==> src/rtl/sap1_pkg.sv <==
// Shared constants for the SAP-1 controller/sequencer: opcodes, control-word
// field positions, control-word values and one-hot T-state encodings.
package sap1_pkg;

    localparam int NUM_T_DEF = 6;
    localparam int CON_W_DEF = 12;

    // Opcodes (instruction register upper nibble)
    localparam logic [3:0] OP_LDA = 4'b0000;
    localparam logic [3:0] OP_ADD = 4'b0001;
    localparam logic [3:0] OP_SUB = 4'b0010;
    localparam logic [3:0] OP_OUT = 4'b1110;
    localparam logic [3:0] OP_HLT = 4'b1111;

    // Control-word field positions, MSB first
    localparam int CON_CP   = 11;
    localparam int CON_EP   = 10;
    localparam int CON_LM_N = 9;
    localparam int CON_CE_N = 8;
    localparam int CON_LI_N = 7;
    localparam int CON_EI_N = 6;
    localparam int CON_LA_N = 5;
    localparam int CON_EA   = 4;
    localparam int CON_SU   = 3;
    localparam int CON_EU   = 2;
    localparam int CON_LB_N = 1;
    localparam int CON_LO_N = 0;

    // Idle: every active-low strobe high, every active-high strobe low
    localparam logic [11:0] CON_IDLE = (12'd1 << CON_LM_N) | (12'd1 << CON_CE_N) |
                                       (12'd1 << CON_LI_N) | (12'd1 << CON_EI_N) |
                                       (12'd1 << CON_LA_N) | (12'd1 << CON_LB_N) |
                                       (12'd1 << CON_LO_N);
    localparam logic [11:0] CON_T1       = 12'h5E3;  // PC onto bus, load MAR
    localparam logic [11:0] CON_T2       = 12'hBE3;  // increment PC
    localparam logic [11:0] CON_T3       = 12'h263;  // RAM onto bus, load IR
    localparam logic [11:0] CON_MEM_ADDR = 12'h1A3;  // IR operand onto bus, load MAR
    localparam logic [11:0] CON_LDA_T5   = 12'h2C3;  // RAM into accumulator
    localparam logic [11:0] CON_B_LOAD   = 12'h2E1;  // RAM into B register
    localparam logic [11:0] CON_ADD_T6   = 12'h3C7;  // ALU sum into accumulator
    localparam logic [11:0] CON_SUB_T6   = 12'h3CF;  // ALU difference into accumulator
    localparam logic [11:0] CON_OUT_T4   = 12'h3F2;  // accumulator into output register

    // One-hot ring states
    localparam logic [5:0] T1 = 6'b000001;
    localparam logic [5:0] T2 = 6'b000010;
    localparam logic [5:0] T3 = 6'b000100;
    localparam logic [5:0] T4 = 6'b001000;
    localparam logic [5:0] T5 = 6'b010000;
    localparam logic [5:0] T6 = 6'b100000;

endpackage

==> src/rtl/sap1_controller_sequencer_if.sv <==
// Bus between the sequencer and the rest of the SAP-1 machine: step control
// and opcode in, control word, ring state and halt out.
interface sap1_controller_sequencer_if;
    import sap1_pkg::*;

    logic                 step_en;
    logic [3:0]           opcode;
    logic [CON_W_DEF-1:0] con;
    logic [NUM_T_DEF-1:0] t_state;
    logic                 hlt;

    modport master (output step_en, output opcode, input con, input t_state, input hlt);
    modport slave  (input step_en, input opcode, output con, output t_state, output hlt);

endinterface

==> src/rtl/sap1_ring_counter.sv <==
// One-hot T-state ring: rotates on advance_i, holds otherwise, and falls back
// to T1 from any non-one-hot value.
module sap1_ring_counter #(
    parameter int NUM_T = 6
) (
    input  logic             clk,
    input  logic             reset,
    input  logic             advance_i,
    output logic [NUM_T-1:0] t_state_o
);

    logic [NUM_T-1:0] ring_q;
    logic [NUM_T-1:0] ring_d;

    function automatic logic is_onehot(input logic [NUM_T-1:0] v);
        return (v != '0) && ((v & (v - NUM_T'(1))) == '0);
    endfunction

    // Next ring value: recover, rotate or hold
    always_comb begin
        ring_d = ring_q;
        if (!is_onehot(ring_q)) begin
            ring_d = NUM_T'(1);
        end else if (advance_i) begin
            ring_d = {ring_q[NUM_T-2:0], ring_q[NUM_T-1]};
        end
    end

    // Ring state register, reset to T1
    always_ff @(posedge clk) begin
        if (reset) begin
            ring_q <= NUM_T'(1);
        end else begin
            ring_q <= ring_d;
        end
    end

    assign t_state_o = ring_q;

endmodule

==> src/rtl/sap1_controller_sequencer.sv <==
// SAP-1 control/sequencer: T-state ring plus combinational decode of the
// control word from (T-state, opcode, halt), and the machine halt flag.
module sap1_controller_sequencer
    import sap1_pkg::*;
#(
    parameter int NUM_T = 6,
    parameter int CON_W = 12
) (
    input logic                        clk,
    input logic                        reset,
    sap1_controller_sequencer_if.slave bus
);

    logic [NUM_T-1:0] t_state;
    logic             halted_q;
    logic             halted_d;
    logic             halt_now;
    logic             hlt;
    logic [CON_W-1:0] con_dec;

    // The ring must not leave T4 on the very edge that sets the halt flag,
    // so advance is gated by the combinational halt, not only the register.
    sap1_ring_counter #(
        .NUM_T(NUM_T)
    ) u_ring (
        .clk      (clk),
        .reset    (reset),
        .advance_i(bus.step_en & ~hlt),
        .t_state_o(t_state)
    );

    assign halt_now = (t_state == T4) && (bus.opcode == OP_HLT);
    assign halted_d = halted_q | halt_now;
    assign hlt      = ~reset & halted_d;

    // Halt flag: set by HLT in T4, cleared only by reset
    always_ff @(posedge clk) begin
        if (reset) begin
            halted_q <= 1'b0;
        end else begin
            halted_q <= halted_d;
        end
    end

    // Control-word decode; opcode only matters in T4..T6
    always_comb begin
        con_dec = CON_IDLE;
        if (!reset && !hlt) begin
            case (t_state)
                T1: con_dec = CON_T1;
                T2: con_dec = CON_T2;
                T3: con_dec = CON_T3;
                T4: begin
                    case (bus.opcode)
                        OP_LDA, OP_ADD, OP_SUB: con_dec = CON_MEM_ADDR;
                        OP_OUT:                 con_dec = CON_OUT_T4;
                        default:                con_dec = CON_IDLE;
                    endcase
                end
                T5: begin
                    case (bus.opcode)
                        OP_LDA:         con_dec = CON_LDA_T5;
                        OP_ADD, OP_SUB: con_dec = CON_B_LOAD;
                        default:        con_dec = CON_IDLE;
                    endcase
                end
                T6: begin
                    case (bus.opcode)
                        OP_ADD:  con_dec = CON_ADD_T6;
                        OP_SUB:  con_dec = CON_SUB_T6;
                        default: con_dec = CON_IDLE;
                    endcase
                end
                default: con_dec = CON_IDLE;
            endcase
        end
    end

    assign bus.con     = con_dec;
    assign bus.t_state = t_state;
    assign bus.hlt     = hlt;

endmodule

==> src/flat_wrapper.sv <==
// flat-port wrapper written by rule: the top's interface ports become plain ports
module sap1_controller_sequencer_flat import sap1_pkg::*;
#(
    parameter int NUM_T = 6,
    parameter int CON_W = 12
)
  (clk, reset, bus_step_en, bus_opcode, bus_con, bus_t_state, bus_hlt);
  sap1_controller_sequencer_if bus_i ();
  input logic clk;
  input logic reset;
  input wire logic [$bits(bus_i.step_en)-1:0] bus_step_en;
  input wire logic [$bits(bus_i.opcode)-1:0] bus_opcode;
  output wire logic [$bits(bus_i.con)-1:0] bus_con;
  output wire logic [$bits(bus_i.t_state)-1:0] bus_t_state;
  output wire logic [$bits(bus_i.hlt)-1:0] bus_hlt;
  assign bus_i.step_en = bus_step_en;
  assign bus_i.opcode = bus_opcode;
  assign bus_con = bus_i.con;
  assign bus_t_state = bus_i.t_state;
  assign bus_hlt = bus_i.hlt;
  sap1_controller_sequencer #(.NUM_T(NUM_T), .CON_W(CON_W)) u_core (.clk(clk), .reset(reset), .bus(bus_i));
endmodule
==> config.mk <==
export PLATFORM = sky130hd
export DESIGN_NAME = sap1_controller_sequencer_flat
export DESIGN_NICKNAME = d
export VERILOG_FILES = /design/src/rtl/sap1_pkg.sv /design/src/rtl/sap1_controller_sequencer_if.sv /design/src/rtl/sap1_ring_counter.sv /design/src/rtl/sap1_controller_sequencer.sv /design/src/flat_wrapper.sv
export SDC_FILE = /design/constraint.sdc
export NUM_CORES = 1
export LEC_CHECK = 0
export CORE_MARGIN = 1.5
export CORE_UTILIZATION = 46
export DETAILED_ROUTE_END_ITERATION = 10
export PLACE_DENSITY = 0.78
export SLEW_MARGIN = 20
export SYNTH_ARGS = -nofsm -noshare
export SYNTH_HDL_FRONTEND = slang
export SYNTH_SLANG_ARGS = --single-unit
==> constraint.sdc <==
create_clock -name clk -period 4.06 [get_ports clk]
set_input_delay 1.015 -clock clk [delete_from_list [all_inputs] [get_ports clk]]
set_output_delay 1.015 -clock clk [all_outputs]
set_load 0.03 [all_outputs]
==> run_results.csv <==
group,metric,value,unit
status,outcome,"completed",
power_and_ir_drop,switchingPower,0.000121,W
floorplan,die_area,1790,um2
timing,relSlewSlack,60.0,%
global_route,grt_pass1_wl,3240,um
cells_and_area,multi_input_area,533,um2
timing,rsz0062_at_grt,"no",
global_route,grtUsageMet3,3.02,%
floorplan,die_y,42.3,um
timing,worst_slack,133,ps
timing,hold_violations,0,
cells_and_area,nNetsFinal,139,
power_and_ir_drop,seqPwrFrac,28.7,%
global_route,antenna_found_initial,0,
logic_synthesis,yosys_most_used_dff,"dfxtp_1",
drt,first_iter_violations,24,
drt,num_vias,864,
setup_path,path_max_fanout,3,
logic_synthesis,syn_area_per_cell,7.02,um2
logic_synthesis,synth_top_family_by_area,"simple AND/OR/NAND/NOR gates",
cells_and_area,layout_common_cells,"nor2_1 (19), buf_4 (14), clkdlybuf4s50_1 (13), dfxtp_1 (7)",
logic_synthesis,synth.mux.area_fraction,7.05,%
logic_synthesis,ys_seq_area_share,19.8,%
cts,clock_latency,250,ps
logic_synthesis,synth-seq-cells,7,
global_route,grt_max_degree,18,
logic_synthesis,syn-cell-area,709,um2
place,place_ws,-107,ps
global_route,globalRouteMet1Util,30.2,%
global_route,use_met2,36.6,%
floorplan,fp.dieW,42.3,um
floorplan,ioPinCount,26,
cts,cts_tree,"built",
global_route,grt_busiest_layer,"met2",
power_and_ir_drop,intPower,0.000173,W
drt,wl,2050,um
cts,cts_root_buf,"clkbuf_4",
logic_synthesis,synth_compound_area_share,19.2,%
logic_synthesis,synth.distinct_cells,35,
cts,post-cts-setup-buffers,0,
cells_and_area,ff_latch_area,140,um2
timing,worst_pin_slew,599,ps
cts,clock-sinks,7,
cells_and_area,postLayoutCoreUtil,75.3,%
place,io_buffers,25,
setup_path,cp.required,3040,ps
logic_synthesis,async_flop_share,0,%
power_and_ir_drop,power_frac_comb,49.6,%
cells_and_area,final.fill_count,108,
job,cap_violations,0,
drt,vias_per_cell,5.92,
setup_path,start_kind,"input pin",
setup_path,crit_type,"input pin to output pin",
cells_and_area,layout-drive-gt1-share,15.3,%
floorplan,initial_core_util,51.9,%
global_route,grt-ovfl-total,0,
cells_and_area,final_common_cell,"nor2_1",
cts,holdBufCountCts,0,
global_route,grt_pass1_vias,733,
timing,setup_viol,0,
logic_synthesis,synth_xor_xnor_area_share,6.17,%
logic_synthesis,syn_inst,101,
drt,wl_per_cell,14.0,um
timing,fin_crit,3930,ps
setup_path,reg2reg_slack,2030,ps
cts,clockBufferDepth,2,
setup_path,worst_ep_arrival_time,2910,ps
cells_and_area,area_delta_synth_final,45.0,%
floorplan,core_area,1370,um2
power_and_ir_drop,peakVddDrop,0.231,mV
cells_and_area,antenna_cells,0,
logic_synthesis,synth_nets,108,
global_route,grt_usage,22.7,%
cts,clk_pin_slew_worst_paths,50,ps
setup_path,worstSetupEndpointType,"output pin",
place,gp_congestion,0.843,
power_and_ir_drop,p_leak,0.460,nW
cts,cts_buffers,3,
drt,drc,0,
timing,max_freq,255,MHz
drt,ant_nets,0,
logic_synthesis,synth_edf_count,0,
timing,drv_slew,0,
logic_synthesis,synth_adder_area_share,0,%
power_and_ir_drop,p_per_area,285,nW/um2
drt,first_pass_iters,4,
cts,cts.htree.levels,1,
timing,finClkSkew,3.05,ps
power_and_ir_drop,clkPwrFrac,21.7,%
min_path,min_path_type,"register to register",
place,hpwl,1520,um
power_and_ir_drop,p_sw_share,41.2,%
logic_synthesis,ys_warn_count,0,
floorplan,rows,13,
logic_synthesis,synth_simple_gate_area_share,42.7,%
timing,fin_crit_sh,96.7,%
==> layout make-up <==
| cell class | count | share of cell area, % |
|---|---|---|
| Tap cell | 15 | 1.82 |
| Clock buffer | 4 | 2.55 |
| Timing Repair Buffer | 33 | 29.4 |
| Sequential cell | 7 | 13.6 |
| Multi-Input combinational cell | 85 | 51.8 |
| Inverter | 2 | 0.730 |
==> final timing paths <==
check                        startpoint                    endpoint  depth (start not counted)
max reg2reg  u_core.u_ring.t_state_o[2]  u_core.u_ring.t_state_o[0]                          5
max                       bus_opcode[0]                  bus_con[8]                          7
min reg2reg             u_core.halted_q             u_core.halted_q                          2
min                     u_core.halted_q             u_core.halted_q                          2
==> synth_stat cells, types with 2 or more instances <==
master,number,area (um2)
a21oi_1,3,15.0
buf_2,2,10.0
clkbuf_1,5,18.8
dfxtp_1,7,140
inv_1,2,7.51
mux2i_1,5,50.1
nand2_1,5,18.8
nand2b_1,2,12.5
nand3_1,4,20.0
nand4b_1,2,17.5
nor2_1,19,71.3
nor3_1,4,20.0
nor4_1,3,18.8
nor4b_1,2,17.5
o211ai_1,2,15.0
o21ai_0,5,25.0
o21bai_1,2,15.0
o31ai_1,2,15.0
or2_1,2,12.5
or3_1,2,12.5
or3b_1,3,26.3
or4_1,2,15.0
xnor2_1,2,17.5
xor2_1,3,26.3
==> flip-flops by register name, indices dropped and copies added, names as in the netlist <==
signal,flops
u_core.u_ring.t_state_o,6
u_core.halted_q,1
==> what timing repair did <==
action                                  CTS  global route
endpoints found under the setup margin    2             4
gates resized for setup                   2             4
cloned                                    0             0
==> power groups by stage <==
stage          clock (W)  combinational, W  sequential, W
2_1_floorplan          0         0.0000920      0.0000858
3_3_place_gp           0          0.000146      0.0000850
3_5_place_dp           0          0.000148      0.0000854
4_1_cts        0.0000669          0.000146      0.0000839
5_1_grt        0.0000673          0.000156      0.0000853
6_report       0.0000637          0.000146      0.0000841
==> cell families after synthesis <==
logic type	after synthesis
AND/OR/NAND/NOR	55
AO/OA/AOI/OAI	20
multiplexers	5
XOR/XNOR	5
buffers and inverters	9
flip-flops	7
==> metal layers <==
metal	up-vias	wire length, um
met5	-	0
met2	44	967
met3	0	129
li1	428	-
met1	392	953
met4	0	0
==> through the flow <==
stage | setup TNS, ps | instance area, um2 | total power (W) | hold WS [ps] | instances
after floorplan | 0 | 709 | 0.000178 | 475 | 101
after global placement | -104 | 995 | 0.000231 | 511 | 142
after detailed placement | -196 | 995 | 0.000233 | 507 | 142
after CTS | 0 | 1020 | 0.000297 | 523 | 146
after global routing | 0 | 1030 | 0.000309 | 612 | 146
final | 0 | 1030 | 0.000293 | 521 | 146
==> critical path, stage by stage <==
cell and delay [ps]:
clkdlybuf4s50_1 440, inv_1 110, nor4_2 60, or3_1 320, o21bai_2 210, or3b_1 390
dlygate4sd2_1 360
(Power assumes the default switching activity.)
==> variant, RTL diff (same settings) <==
Make the reset (`reset`) asynchronous in 2 clocked blocks.
--- a/src/rtl/sap1_ring_counter.sv
+++ b/src/rtl/sap1_ring_counter.sv
@@ -27,7 +27,7 @@
     end
 
     // Ring state register, reset to T1
-    always_ff @(posedge clk) begin
+    always_ff @(posedge clk or posedge reset) begin
         if (reset) begin
             ring_q <= NUM_T'(1);
         end else begin
--- a/src/rtl/sap1_controller_sequencer.sv
+++ b/src/rtl/sap1_controller_sequencer.sv
@@ -34,7 +34,7 @@
     assign hlt      = ~reset & halted_d;
 
     // Halt flag: set by HLT in T4, cleared only by reset
-    always_ff @(posedge clk) begin
+    always_ff @(posedge clk or posedge reset) begin
         if (reset) begin
             halted_q <= 1'b0;
         end else begin
Behaviour: differs if reset is asserted again (counterexample within 4 cycles, from zero or initial values and one cycle with reset high); with reset held inactive, the same outputs for 10 cycles.
==> variant against the unedited design <==
Highest routed layer is now met4; critical path depth is the same; synthesized area up 16%; cell area grew 9.7%; critical path type unchanged; critical endpoint is now bus_con[10]; register-to-register slack worse by 160 ps; clock skew about the same; worst setup slack improved by 11 ps; sequential cell count is the same; routed wire length decreased by 4.0%.
Power is not compared: it rests on default switching activity, and its combinational part moved more than twofold at a synthesized area within 25%.
==> variant: results (changes against the unedited design) <==
| Metric | Value |
|---|---|
| Hold Path Sink | u_core.halted_q (unchanged) |
| DP Wirelength | 1.56 mm (was 1.52 mm) |
| Pre-CTS setup slack | -44.2 ps (was -107 ps) |
| Syn Nets | 106 (was 108) |
| Vias | 859 (was 864) |
| Hold Path Origin | u_core.halted_q (unchanged) |
| Capturing point of the worst reg2reg path | u_core.u_ring.t_state_o[1] (was u_core.u_ring.t_state_o[0]) |
| First-pass GRT wire length | 3.17 mm (was 3.24 mm) |
| CP max stage delay | 670 ps (was 440 ps) |
| Leading post-synthesis cells by cell area | dfrtp_1 18%, nor2_1 5.0%, mux2i_1 4.9% (was dfxtp_1 20%, nor2_1 10%, mux2i_1 7.1%) |
| Post-synthesis sequential area ratio | 21.5% (was 19.8%) |
| Worst r2r src | u_core.u_ring.t_state_o[1] (was u_core.u_ring.t_state_o[2]) |
| Tightest Pin Transition | 589 ps (was 599 ps) |
| Vias in the first global route | 758 (was 733) |
| GRT Total Usage | 21.2% (was 22.7%) |
| 1st-iter DRT viols | 15 (was 24) |
| Ys async rst share | 100% (was 0%) |
| Post-synthesis cell type count | 40 (was 35) |
| Arr. time, crit path | 2900 ps (was 2910 ps) |
| Share of cells above drive strength 1 | 23.3% (was 15.3%) |
| Critical Path Fanout Max | 4 (was 3) |
| Routability cong. | 0.800 (was 0.843) |
| Reg2reg setup slack | 1870 ps (was 2030 ps) |
| Mapped Avg Cell Area | 8.28 sq um (was 7.02 sq um) |
| R2R cell count | 6 (was 5) |
| Outcome | complete, no violations (unchanged) |
| Nets | 137 (was 139) |
[variant: changes by cell type after synthesis, sizes merged, moves of 3 or more]
cell | before | now
nor2 | 19 | 11
dfxtp | 7 | 0
dfrtp | 0 | 6
buf | 2 | 7
and2 | 0 | 4
clkbuf | 5 | 1
inv | 2 | 5
o21bai | 3 | 0
[variant: cells by family after synthesis]
| logic type | after synthesis | synth area share (%) |
|---|---|---|
| and+or+nand+nor | 49 | 36.3 |
| AOI/OAI and AO/OA | 23 | 23.4 |
| buffers and inverters | 13 | 10.7 |
| DFF | 7 | 21.5 |
| muxes | 4 | 4.89 |
| xor gates and xnor gates | 3 | 3.21 |
[variant: layer usage]
metal	global-route usage, %	part of all wire (%)	up-vias
li1	-	-	426
met1	24.1	41	405
met2	36.9	53	24
met3	4.00	4.0	4
met4	11.8	1.5	0
met5	0	0	-
[variant: repair_timing]
item / CTS / global route
resized for setup: 2 / 5
setup endpoints to repair: 2 / 4
hold buffers: 0 / 0
[variant: power breakdown]
part           switching (mW)  internal [mW]  total [mW]
Sequential             0.0527         0.0873       0.140
Clock                  0.0250         0.0375      0.0625
Combinational           0.240          0.204       0.444
Total                   0.318          0.329       0.647
[variant: layout make-up]
| type | instances | area [sq um] |
|---|---|---|
| Clock buffer | 4 | 26.3 |
| Fill cell | 147 | 579 |
| Tap cell | 25 | 31.3 |
| Multi-Input combinational cell | 79 | 561 |
| Inverter | 5 | 18.8 |
| Sequential cell | 7 | 176 |
| Timing Repair Buffer | 34 | 315 |
[variant: worst min-delay path, delay by kind of cell (launching register included)]
family                 cells  cell delay [ps]
AO/OA/AOI/OAI              1               40
buffers and inverters      2              200
flip-flops                 1              390
